### config.mk
export PLATFORM = sky130hd
export DESIGN_NAME = vrf_bank_scheduler
export DESIGN_NICKNAME = d
export VERILOG_FILES = /design/src/rtl/rvv_pkg.sv /design/src/rtl/vrf_bank_arb.sv /design/src/rtl/vrf_bank_scheduler.sv
export SDC_FILE = /design/constraint.sdc
export NUM_CORES = 1
export LEC_CHECK = 0
export ABC_AREA = 1
export CORE_AREA = 5 5 220 222
export CTS_CLUSTER_DIAMETER = 30
export DETAILED_ROUTE_END_ITERATION = 8
export DIE_AREA = 0 0 225 227
export PLACE_DENSITY_LB_ADDON = 0.1
export SETUP_SLACK_MARGIN = 0.2
export SLEW_MARGIN = 20
export SYNTH_ARGS = -nofsm -noshare
export SYNTH_HDL_FRONTEND = slang
export SYNTH_SLANG_ARGS = --single-unit
### constraint.sdc
create_clock -name clk_i -period 3.1 [get_ports clk_i]
set_input_delay 0.31 -clock clk_i [delete_from_list [all_inputs] [get_ports clk_i]]
set_output_delay 0.31 -clock clk_i [all_outputs]
set_load 0.02 [all_outputs]
### src/rtl/rvv_pkg.sv
// rtl/rvv_pkg.sv - shared VRF geometry, types and address decode helpers
package rvv_pkg;

  localparam int unsigned NrBank         = 4;
  localparam int unsigned NrOpQueue      = 4;
  localparam int unsigned NrWriteBackVFU = 2;
  localparam int unsigned VrfAddrWidth   = 8;
  localparam int unsigned VrfDataWidth   = 32;
  localparam int unsigned LogNrBank      = $clog2(NrBank);

  typedef logic [LogNrBank-1:0]              bank_id_t;
  typedef logic [VrfAddrWidth-LogNrBank-1:0] bank_addr_t;
  typedef logic [VrfAddrWidth-1:0]           vrf_addr_t;
  typedef logic [VrfDataWidth-1:0]           vrf_data_t;
  typedef logic [VrfDataWidth/8-1:0]         vrf_strb_t;

  // Low address bits interleave consecutive registers across banks.
  function automatic bank_id_t addr_bank(vrf_addr_t addr);
    return addr[LogNrBank-1:0];
  endfunction

  function automatic bank_addr_t addr_row(vrf_addr_t addr);
    return bank_addr_t'(addr >> LogNrBank);
  endfunction

endpackage

### src/rtl/vrf_bank_arb.sv
// rtl/vrf_bank_arb.sv - one bank: write/read round-robin, starve counter, class select
module vrf_bank_arb #(
  parameter int unsigned NrRd        = 4,
  parameter int unsigned NrWr        = 2,
  parameter int unsigned StarveLimit = 4
) (
  input  logic            clk_i,
  input  logic            rst_ni,
  input  logic [NrRd-1:0] rd_req_i,
  input  logic [NrWr-1:0] wr_req_i,
  output logic [NrRd-1:0] rd_gnt_o,
  output logic [NrWr-1:0] wr_gnt_o
);

  localparam int unsigned RdPtrW = (NrRd > 1) ? $clog2(NrRd) : 1;
  localparam int unsigned WrPtrW = (NrWr > 1) ? $clog2(NrWr) : 1;
  localparam int unsigned CntW   = $clog2(StarveLimit + 1);

  logic [RdPtrW-1:0] rd_ptr_q, rd_ptr_d, rd_next, rd_sel;
  logic [WrPtrW-1:0] wr_ptr_q, wr_ptr_d, wr_next, wr_sel;
  logic [CntW-1:0]   starve_q, starve_d;
  logic [NrRd-1:0]   rd_pick;
  logic [NrWr-1:0]   wr_pick;
  int unsigned       rd_idx, wr_idx;
  logic              rd_any, wr_any, rd_win, wr_win;

  // First requester at or after the pointer, wrapping around.
  always_comb begin
    rd_pick = '0;
    rd_next = rd_ptr_q;
    rd_idx  = 0;
    rd_sel  = '0;
    for (int unsigned off = 0; off < NrRd; off++) begin
      rd_idx = 32'(rd_ptr_q) + off;
      if (rd_idx >= NrRd) rd_idx = rd_idx - NrRd;
      rd_sel = RdPtrW'(rd_idx);
      if (rd_req_i[rd_sel] && rd_pick == '0) begin
        rd_pick[rd_sel] = 1'b1;
        rd_next = (rd_idx + 1 == NrRd) ? '0 : RdPtrW'(rd_idx + 1);
      end
    end
  end

  always_comb begin
    wr_pick = '0;
    wr_next = wr_ptr_q;
    wr_idx  = 0;
    wr_sel  = '0;
    for (int unsigned off = 0; off < NrWr; off++) begin
      wr_idx = 32'(wr_ptr_q) + off;
      if (wr_idx >= NrWr) wr_idx = wr_idx - NrWr;
      wr_sel = WrPtrW'(wr_idx);
      if (wr_req_i[wr_sel] && wr_pick == '0) begin
        wr_pick[wr_sel] = 1'b1;
        wr_next = (wr_idx + 1 == NrWr) ? '0 : WrPtrW'(wr_idx + 1);
      end
    end
  end

  assign rd_any   = |rd_req_i;
  assign wr_any   = |wr_req_i;
  assign wr_win   = wr_any && !(rd_any && starve_q == CntW'(StarveLimit));
  assign rd_win   = rd_any && !wr_win;
  assign rd_gnt_o = rd_win ? rd_pick : '0;
  assign wr_gnt_o = wr_win ? wr_pick : '0;

  always_comb begin
    rd_ptr_d = rd_win ? rd_next : rd_ptr_q;
    wr_ptr_d = wr_win ? wr_next : wr_ptr_q;
    starve_d = starve_q;
    if (!rd_any || rd_win) begin
      starve_d = '0;
    end else if (starve_q != CntW'(StarveLimit)) begin
      starve_d = starve_q + 1'b1;
    end
  end

  always_ff @(posedge clk_i or negedge rst_ni) begin
    if (!rst_ni) begin
      rd_ptr_q <= '0;
      wr_ptr_q <= '0;
      starve_q <= '0;
    end else begin
      rd_ptr_q <= rd_ptr_d;
      wr_ptr_q <= wr_ptr_d;
      starve_q <= starve_d;
    end
  end

endmodule

### src/rtl/vrf_bank_scheduler.sv
// rtl/vrf_bank_scheduler.sv - per-bank VRF access scheduler with 1-cycle read return
module vrf_bank_scheduler
  import rvv_pkg::*;
#(
  parameter int unsigned NrRd        = NrOpQueue,
  parameter int unsigned NrWr        = NrWriteBackVFU,
  parameter int unsigned StarveLimit = 4
) (
  input  logic                     clk_i,
  input  logic                     rst_ni,
  input  logic       [NrRd-1:0]    rd_req_i,
  input  vrf_addr_t  [NrRd-1:0]    rd_addr_i,
  output logic       [NrRd-1:0]    rd_gnt_o,
  input  logic       [NrWr-1:0]    wr_req_i,
  input  vrf_addr_t  [NrWr-1:0]    wr_addr_i,
  input  vrf_data_t  [NrWr-1:0]    wr_data_i,
  input  vrf_strb_t  [NrWr-1:0]    wr_strb_i,
  output logic       [NrWr-1:0]    wr_gnt_o,
  output logic       [NrBank-1:0]  bank_req_o,
  output logic       [NrBank-1:0]  bank_wen_o,
  output bank_addr_t [NrBank-1:0]  bank_addr_o,
  output vrf_data_t  [NrBank-1:0]  bank_wdata_o,
  output vrf_strb_t  [NrBank-1:0]  bank_wstrb_o,
  input  vrf_data_t  [NrBank-1:0]  bank_rdata_i,
  output logic       [NrRd-1:0]    rd_valid_o,
  output vrf_data_t  [NrRd-1:0]    rd_data_o
);

  logic [NrBank-1:0][NrRd-1:0] bank_rd_req, bank_rd_gnt;
  logic [NrBank-1:0][NrWr-1:0] bank_wr_req, bank_wr_gnt;
  logic     [NrRd-1:0] rd_valid_q;
  bank_id_t [NrRd-1:0] rd_bank_q, rd_bank_d;

  always_comb begin
    bank_rd_req = '0;
    bank_wr_req = '0;
    for (int q = 0; q < NrRd; q++) begin
      bank_rd_req[addr_bank(rd_addr_i[q])][q] = rd_req_i[q];
    end
    for (int w = 0; w < NrWr; w++) begin
      bank_wr_req[addr_bank(wr_addr_i[w])][w] = wr_req_i[w];
    end
  end

  for (genvar b = 0; b < NrBank; b++) begin : gen_bank
    vrf_bank_arb #(
      .NrRd        (NrRd),
      .NrWr        (NrWr),
      .StarveLimit (StarveLimit)
    ) u_arb (
      .clk_i    (clk_i),
      .rst_ni   (rst_ni),
      .rd_req_i (bank_rd_req[b]),
      .wr_req_i (bank_wr_req[b]),
      .rd_gnt_o (bank_rd_gnt[b]),
      .wr_gnt_o (bank_wr_gnt[b])
    );
  end

  // Each requester decodes to exactly one bank, so OR-ing per-bank grants is safe.
  always_comb begin
    rd_gnt_o     = '0;
    wr_gnt_o     = '0;
    bank_req_o   = '0;
    bank_wen_o   = '0;
    bank_addr_o  = '0;
    bank_wdata_o = '0;
    bank_wstrb_o = '0;
    for (int b = 0; b < NrBank; b++) begin
      rd_gnt_o = rd_gnt_o | bank_rd_gnt[b];
      wr_gnt_o = wr_gnt_o | bank_wr_gnt[b];
      for (int q = 0; q < NrRd; q++) begin
        if (bank_rd_gnt[b][q]) begin
          bank_req_o[b]  = 1'b1;
          bank_addr_o[b] = addr_row(rd_addr_i[q]);
        end
      end
      for (int w = 0; w < NrWr; w++) begin
        if (bank_wr_gnt[b][w]) begin
          bank_req_o[b]   = 1'b1;
          bank_wen_o[b]   = 1'b1;
          bank_addr_o[b]  = addr_row(wr_addr_i[w]);
          bank_wdata_o[b] = wr_data_i[w];
          bank_wstrb_o[b] = wr_strb_i[w];
        end
      end
    end
  end

  always_comb begin
    rd_bank_d = rd_bank_q;
    for (int q = 0; q < NrRd; q++) begin
      if (rd_gnt_o[q]) rd_bank_d[q] = addr_bank(rd_addr_i[q]);
    end
  end

  always_ff @(posedge clk_i or negedge rst_ni) begin
    if (!rst_ni) begin
      rd_valid_q <= '0;
      rd_bank_q  <= '0;
    end else begin
      rd_valid_q <= rd_gnt_o;
      rd_bank_q  <= rd_bank_d;
    end
  end

  assign rd_valid_o = rd_valid_q;

  always_comb begin
    rd_data_o = '0;
    for (int q = 0; q < NrRd; q++) begin
      rd_data_o[q] = bank_rdata_i[rd_bank_q[q]];
    end
  end

endmodule

## Word-level counts from Yosys, hierarchy flattened

Cells that the tools add are included.
W data, S select, Z words.

| operators by class | value |
|---|---|
| $add $sub $neg | 68 |
| $lt $le $gt $ge | 88 |
| equal/unequal tests | 32 |
| muxes and demuxes | 304 |
| bitwise operators | 24 |
| reductions and logical operators | 118 |

Operators with widths:

| cell | count |
|---|---|
| $mux W32 | 36 |
| $add A32 B1 Y32 const B | 24 |
| $eq A32 B3 Y1 const B | 16 |
| $ge A32 B3 Y1 const B | 12 |
| $sub A32 B3 Y32 const B | 12 |
| $bmux W32 S2 | 4 |
| $eq A32 B2 Y1 const B | 8 |
| $mux W6 | 24 |
| $ge A32 B2 Y1 const B | 4 |
| $sub A32 B2 Y32 const B | 4 |
| $mux W4 | 29 |
| $mux W1 | 106 |
| $mux W2 | 46 |
| $lt A2 B3 Y1 const B | 26 |
| $or A4 B4 Y4 | 15 |
| $logic_and A1 B1 Y1 | 58 |
| $bwmux W16 | 3 |
| $logic_not A4 Y1 | 12 |
| $ge A2 B1 Y1 const B | 22 |
| $bmux W1 S2 | 16 |
| $demux W1 S2 | 16 |
| $demux W4 S2 | 4 |
| $mux W3 | 9 |
| $add A2 B2 Y3 const B | 8 |
| other kinds (25) | 120 |

| word-level totals | value |
|---|---|
| flip-flop bits (word level) | 36 |
| output and inout port bits | 314 |
| word-level logic and storage cells | 651 |

## Logic depth before layout (Yosys ltp)

| depth | value |
|---|---|
| word-level depth | 27 |
| depth in mapped cells | 22 |
| depth with buffers taken out | 21 |

## By module

A second synthesis with hierarchy kept.

| unflattened totals | value |
|---|---|
| cells, all modules | 1917 |
| area, all modules | 10513.8 sq um |

By module, submodules not included:

| module | instances | cells an instance | area an instance (sq um) | seq. area each (sq um) |
|---|---|---|---|---|
| vrf_bank_scheduler | 1 | 1384 | 6962.9 | 300.3 |
| vrf_bank_arb (gen_bank[1].u_arb ...) | 2 | 133 | 880.8 | 150.1 |
| vrf_bank_arb (gen_bank[0].u_arb) | 1 | 134 | 925.9 | 150.1 |
| vrf_bank_arb (gen_bank[3].u_arb) | 1 | 133 | 863.3 | 150.1 |

## Least setup slack after synthesis

No wires, ideal clock.

| path | value |
|---|---|
| path type | reg2out |
| start | reg gen_bank[1].u_arb.rd_ptr_q[0] |
| end | out bank_addr_o[10] in the netlist's numbering |
| arrival time | 2.690 ns |
| data required time | 2.790 ns |
| setup slack | 0.100 ns |
| stages on the path, launching flop included | 18 |
| buffers on the path | 1 |
| path through | dfrtp_1 > buf_2 > inv_2 > ha_1 > o41ai_2 > nand3_1 > nand2_1 > nor2_2 > nand3_1 > nand3_1 > nor2_2 > nand2_2 > o21ai_2 > nand2_2 > o21ai_1 > inv_1 > nand2_1 > nand4_1 |

RTL lines:

| item | RTL line | source |
|---|---|---|
| from (decl) | vrf_bank_arb.sv:19 | `logic [RdPtrW-1:0] rd_ptr_q, rd_ptr_d, rd_next, rd_sel;` |
| from (signal assigned) | vrf_bank_arb.sv:84 | `rd_ptr_q <= rd_ptr_d;` |
| to (decl) | vrf_bank_scheduler.sv:21 | `output bank_addr_t [NrBank-1:0] bank_addr_o,` |

==> reports/results.txt <==
Vias -> 17,256
Nets -> 2,969
GRT Residual Overflow -> 0
Pwr Density -> 1047 nW/um^2
Clock Tree Root -> clkbuf_16
Number of global-route vias before repair -> 16,987
Antenna violations before repair -> 1
Failing checks -> setup timing
Ys flop type -> dfrtp_1
Initial Utilization -> 21.80%
Fin. max-slew vios -> 0
DR iter-0 viols -> 1,405
Worst skew pair latency -> 0.29 ns
Top cells by area, synth -> o22ai_1, o21ai_0, nor2_1, nand2_1, dfrtp_1
Drt pass-1 iters -> 6
Min Clock Period, post-route -> 3.426 ns
First-pass GRT wire length -> 103,400 um
Clk sinks -> 36
WL/cell -> 21.52 um
Arrival time worst endpoint -> 3.12 ns
RD Place Congestion -> 0.9550
Die Width -> 225 um
Most common cell after layout, fill and taps aside -> clkdlybuf4s50_1
DR DRC count -> 0
Class of the worst hold path -> input port to asynchronous set/reset pin
Most frequent cells in the layout -> clkdlybuf4s50_1, buf_4, nor2_1
Highest metal used -> met4
Final Core Density -> 44.21%
Peak Freq -> 291.9 MHz
Sequential-to-total area share from yosys stat -> 8.951%
Total track usage -> 25.37%
Fill cell count -> 4,844
Area growth syn-to-layout -> 102.8%
Largest net degree at the start of global routing -> 66
Final period util -> 110.5%
Status -> finished with violations
FF-to-FF path depth -> 19
CP startpoint -> gen_bank[2].u_arb.rd_ptr_q[0]
Worst Setup Start Kind -> flop
Die H -> 227 um
RSZ-0062 raised after global routing -> true
Longest Clk Path Bufs -> 2
Mean Syn Cell Area -> 5.345 sq um
Synth async-reset ratio -> 100.0%
Die ar. -> 51,080 sq um
Post-Syn Nets -> 2,176
Highest net fanout along the worst path -> 6
Post-synth EDFFs -> 0
Worst setup margin -> -0.3263 ns
Synth cell types -> 44
Peak VDD IR -> 0.0005683 V
Area of the mapped netlist -> 10,060 sq um
Yosys top cell by area -> o22ai_1
Layout cell share with drive strength beyond 1 -> 30.63%
Reg2Reg Setup Slack -> 0.06 ns
Antenna Violating Nets Remaining -> 0
Multi-input logic area -> 9161 sq um
Reg2Reg Launch Point -> gen_bank[2].u_arb.rd_ptr_q[0]
Placed Instances -> 3,211
WHS -> 0.1654 ns
Row cnt -> 79
Clock transition at path regs -> 0.06 ns
Via/cell ratio -> 5.248
Met3 WL -> 5178 um
# Max-Cap Violations -> 0
Ports -> 570
Worst-margin pin slew -> 0.9666 ns
Synth warn -> 0
Critical Path Sink Type -> primary output
LEAKAGE -> 9.257 nW
Slew Limit Headroom -> 35.56%
R2R Path End -> rd_bank_q[7]
# setup viols final -> 32
Fin Setup TNS -> -6.382 ns
Worst setup path end -> bank_addr_o[16]
Synth top area share -> 18.15%
Yosys reg bits -> 36
Hold-fix buffers at CTS -> 0
Synth Instances -> 1,883
H-tree Lvls -> 2
WP data required -> 2.79 ns
Dpl hpwl -> 53,850 um
FF/Latch Area -> 914.6 sq um
Final non-filler cell total -> 3,288
Final Skew -> 0.004099 ns
CTS tree -> done
Metal-1 WL -> 29,030 um
Worst Setup Path Type -> flop to primary output
Met2 routed WL -> 34,280 um
Final Hold Fails -> 0
WL final -> 70,760 um
Buffers on Ports -> 569
Total CTS buffers -> 5
Core area -> 46,160 sq um
[flip-flops by register name, indices dropped and copies added, names as in the netlist]
register,flops
gen_bank.u_arb.rd_ptr_q,8
gen_bank.u_arb.starve_q,12
gen_bank.u_arb.wr_ptr_q,4
rd_valid_o,4
rd_bank_q,8
[cell families (layout without fill, tap and decap cells)]
family / after synthesis / count (layout) / share of synthesized area [%]
muxes: 1 / 1 / 0.09946
other: 0 / 4 / 0
buffers and inverters: 366 / 1160 / 13.75
DFF: 36 / 36 / 8.951
and+or+nand+nor: 816 / 816 / 36.35
xor gates and xnor gates: 8 / 8 / 0.6961
adders and majority gates: 37 / 37 / 4.600
AOI/OAI and AO/OA: 619 / 619 / 35.55
[worst max-delay path: stages, from the launching register on]
cell and delay [ns]:
dfrtp_2 0.48, inv_6 0.08, ha_4 0.17, o41ai_4 0.42
nand3_1 0.11, nand2_1 0.15, nor2_4 0.06, nand3_2 0.09
nand3_2 0.09, nor2_4 0.17, nand3_2 0.13, nand2_4 0.12
nand2_4 0.10, buf_6 0.15, o21ai_2 0.10, inv_1 0.05
nand2_2 0.06, nand4_1 0.12, buf_6 0.16
[metal layers]
metal,track usage [%],vias up
li1,-,8109
met4,7.896,0
met3,4.771,134
met2,44.03,837
met1,31.99,8176
met5,0,-
[power breakdown]
group          total [mW]  internal, mW  switching (mW)
Clock               0.611         0.380           0.231
Combinational        19.9          8.65            11.2
Sequential          0.907         0.630           0.277
Total                21.4          9.66            11.7
[cell usage after synthesis, types with 11 or more instances]
| library cell | instances |
|---|---|
| inv_1 | 220 |
| o21ai_1 | 11 |
| nand2_1 | 256 |
| a21oi_1 | 15 |
| clkbuf_1 | 115 |
| nand4_1 | 28 |
| ha_1 | 37 |
| inv_2 | 22 |
| o22ai_1 | 292 |
| nand3_1 | 159 |
| o21ai_0 | 274 |
| nand2_2 | 27 |
| dfrtp_1 | 36 |
| nor2_1 | 296 |
[area by class of cell]
class / count / share of cell area [%]
multi-input combinational: 1481 / 44.89
clock buffer: 6 / 0.6315
antenna: 4 / 0.04905
tap: 607 / 3.721
clock inverter: 2 / 0.1717
timing repair buffer: 905 / 41.24
sequential: 36 / 4.482
inverter: 247 / 4.819
[how the worst min path moves through the flow]
stage / from / to / depth (start not counted)
after floorplan: rst_ni / gen_bank[0].u_arb.rd_ptr_q[0] / 0
after global routing: rst_ni / gen_bank[0].u_arb.rd_ptr_q[0] / 1
after CTS: rst_ni / gen_bank[0].u_arb.rd_ptr_q[0] / 1
final: rst_ni / gen_bank[0].u_arb.rd_ptr_q[0] / 1
after global placement: gen_bank[0].u_arb.starve_q[0] / gen_bank[0].u_arb.starve_q[0] / 1
after detailed placement: gen_bank[1].u_arb.starve_q[0] / gen_bank[1].u_arb.starve_q[0] / 1
[metrics by stage]
stage	area [sq um]	power, mW	setup slack [ns]
global route	20400	22.73	-0.4955
finish	20410	21.38	-0.3263
global placement	18450	17.67	-0.8134
detailed placement	18450	17.73	-0.8773
CTS	19930	20.44	-0.2795
floorplan	10140	9.482	0.1424
[timing repair]
item,4_1_cts,5_1_grt
pin swaps,111,114
endpoints found under the setup margin,186,154
resized for setup,664,215
buffers inserted,49,16
(Power assumes the default switching activity.)
==> patch, RTL diff (same settings) <==
`StarveLimit` is set to 4 in 2 places; all go to 8.
--- a/src/rtl/vrf_bank_arb.sv
+++ b/src/rtl/vrf_bank_arb.sv
@@ -3,5 +3,5 @@
   parameter int unsigned NrRd        = 4,
   parameter int unsigned NrWr        = 2,
-  parameter int unsigned StarveLimit = 4
+  parameter int unsigned StarveLimit = 8
 ) (
   input  logic            clk_i,
--- a/src/rtl/vrf_bank_scheduler.sv
+++ b/src/rtl/vrf_bank_scheduler.sv
@@ -5,5 +5,5 @@
   parameter int unsigned NrRd        = NrOpQueue,
   parameter int unsigned NrWr        = NrWriteBackVFU,
-  parameter int unsigned StarveLimit = 4
+  parameter int unsigned StarveLimit = 8
 ) (
   input  logic                     clk_i,
Check against the original RTL: not settled (the Yosys comparison gave no result); the edit may change what the design does.
==> patch against the unedited design <==
The flow still finishes with violations (negative setup slack). Sequential cell count grew 4. Synthesized area increased by 4.4%. Power is 0.24% higher. Sequential power shrank 5.7%. Die area did not move. Register-to-register slack got worse by 80 ps. Routed wire length up 2.3%. Setup slack lost 120 ps. Maximum frequency decreased by 3.3%. Cell area is 2.1% higher. Non-clock buffer count rose by 26. First-iteration DRC count about the same. Count of clock-buffer cells in the layout shrank 1. Largest power group unchanged.
==> patch: results (changes against the unedited design) <==
Synthesis
The net count of the mapped netlist is 2206 (was 2176). The xor/xnor share of the synthesized area is 0.01000 (was 0.006962). The average footprint of a synthesized cell came to 5.493 um^2 (was 5.345 um^2). The fraction of the mapped netlist area in adder cells is 0.04405 (was 0.04600). Synth area leaders: sky130_fd_sc_hd__o22ai_1 (17%), sky130_fd_sc_hd__o21ai_0 (13%), sky130_fd_sc_hd__nor2_1 (11%) (was sky130_fd_sc_hd__o22ai_1 (18%), sky130_fd_sc_hd__o21ai_0 (14%), sky130_fd_sc_hd__nor2_1 (11%)). The post-synthesis cell type count is 45 (was 44).

Commonest cells in the synthesized netlist: sky130_fd_sc_hd__nor2_1 (309), sky130_fd_sc_hd__o22ai_1 (292), sky130_fd_sc_hd__o21ai_0 (272), sky130_fd_sc_hd__inv_1 (234), sky130_fd_sc_hd__nand2_1 (231) (was sky130_fd_sc_hd__nor2_1 (296), sky130_fd_sc_hd__o22ai_1 (292), sky130_fd_sc_hd__o21ai_0 (274), sky130_fd_sc_hd__nand2_1 (256), sky130_fd_sc_hd__inv_1 (220)). The sequential-to-total area share from yosys stat was 0.09525 (was 0.08951). The multiplexer share of the synthesized area is 0.002857 (was 0.0009945). The area fraction in compound gates after synthesis is 0.3453 (was 0.3555).

Pwr
The fraction of power consumed by sequential logic is 0.040 (was 0.042). The clock network power is 0.651 mW (was 0.611 mW). The internal power is 9.728 mW (was 9.661 mW).

Status
Result of the run: finished with violations (unchanged). Violations in the final reports: negative setup slack (unchanged).

Finish
Registers with the most flip-flops: gen_bank.u_arb.starve_q (16), gen_bank.u_arb.rd_ptr_q (8), rd_bank_q (8) (was gen_bank.u_arb.starve_q (12), gen_bank.u_arb.rd_ptr_q (8), rd_bank_q (8)). The share of final-layout standard cells stronger than drive strength 1 is 0.3227 (was 0.3063). The area added between synthesis and finish is 98.19% (was 102.8%). The number of nets in the finished design is 3031 (was 2969).

Flow run
The number of max-capacitance violations reported came to 0 (unchanged).

Timing
The setup violation total in the final timing report is 33 (was 32). The max-slew headroom at the worst pin was 0.4038 (was 0.3556). The final-layout setup total negative slack is -9593 ps (was -6382 ps).

The final worst clock skew is 17.55 ps (was 4.099 ps). The slack of the critical path is -443.2 ps (was -326.3 ps).

CTS
The clock transition at the registers of the reported paths came to 80 ps (was 60 ps).

Setup path
The worst path arrival time is 3230 ps (was 3120 ps). The largest fanout on the critical path is 7 (was 6).

GRT
The global-route wire length before repair is 104.1 mm (was 103.4 mm). The total routing resource utilization after global routing is 0.2560 (was 0.2537). The number of global-route vias before repair is 16960 (was 16990).

Drt
The routed wire length per instance is 21.62 um (was 21.52 um). The length of the first detailed-routing pass in iterations is 5 (was 6).

Placed design
The last weighted congestion value of the routability-driven placer is 0.9653 (was 0.9550). The post-placement setup slack was -896.3 ps (was -877.3 ps).
==> patch: changes by cell type after synthesis, moves of 5 or more <==
cell                       delta
sky130_fd_sc_hd__nand3_1      -7
sky130_fd_sc_hd__nand2_1     -25
sky130_fd_sc_hd__inv_1       +14
sky130_fd_sc_hd__nor2_1      +13
sky130_fd_sc_hd__nand2_4      +8
sky130_fd_sc_hd__nor2_4       +8
sky130_fd_sc_hd__buf_1        +5
sky130_fd_sc_hd__nand3_4      +5
sky130_fd_sc_hd__o21ai_1      +5
sky130_fd_sc_hd__clkbuf_1    -14
==> patch: worst max-delay path, cell delays in order, from the launching register on <==
cell	delay, ps
sky130_fd_sc_hd__dfrtp_2	460
sky130_fd_sc_hd__inv_4	80
sky130_fd_sc_hd__ha_4	170
sky130_fd_sc_hd__o41ai_4	440
sky130_fd_sc_hd__nand3_1	200
sky130_fd_sc_hd__nand2_2	140
sky130_fd_sc_hd__nor2_4	60
sky130_fd_sc_hd__nand3_2	70
sky130_fd_sc_hd__nand3_2	90
sky130_fd_sc_hd__nor2_4	210
sky130_fd_sc_hd__nand2_4	100
sky130_fd_sc_hd__nand2_4	80
sky130_fd_sc_hd__nand3_4	110
sky130_fd_sc_hd__o21ai_2	130
sky130_fd_sc_hd__inv_1	50
sky130_fd_sc_hd__nand2_1	50
sky130_fd_sc_hd__nand4_1	250
sky130_fd_sc_hd__buf_6	240
==> patch: cell type report <==
cell class | count | share of cell area
tap | 607 | 0.03647
antenna | 2 | 0.0002403
multi-input combinational | 1500 | 0.4502
inverter | 260 | 0.04896
sequential | 40 | 0.04872
clock inverter | 3 | 0.002223
clock buffer | 5 | 0.006007
timing repair buffer | 931 | 0.4072
==> patch: final timing paths <==
path / startpoint / end / slack (ps) / cells after the start
min in group clk_i: rd_addr_i[9] / rd_bank_q[3] / 450 / 4
min: rst_ni / rd_valid_o[3] / 110 / 1
max reg2reg: gen_bank[1].u_arb.rd_ptr_q[0] / rd_bank_q[2] / -20 / 23
max: gen_bank[2].u_arb.rd_ptr_q[0] / bank_addr_o[16] / -440 / 17
min reg2reg: gen_bank[2].u_arb.starve_q[0] / gen_bank[2].u_arb.starve_q[0] / 490 / 1
max in group asynchronous: rst_ni / gen_bank[2].u_arb.starve_q[2] / 2270 / 2
==> patch: layer usage <==
metal | wire, um | GRT usage | vias up
li1 | - | - | 8279
met1 | 28860 | 0.3163 | 8349
met2 | 35370 | 0.4590 | 901
met3 | 5923 | 0.05171 | 133
met4 | 2217 | 0.06089 | 0
met5 | 0 | 0 | -
==> patch: repair_timing <==
item	4_1_cts	5_1_grt
cloned	0	1
setup buffers	63	31
setup endpoints to repair	218	179
gates resized for setup	659	278
pin swaps	103	101
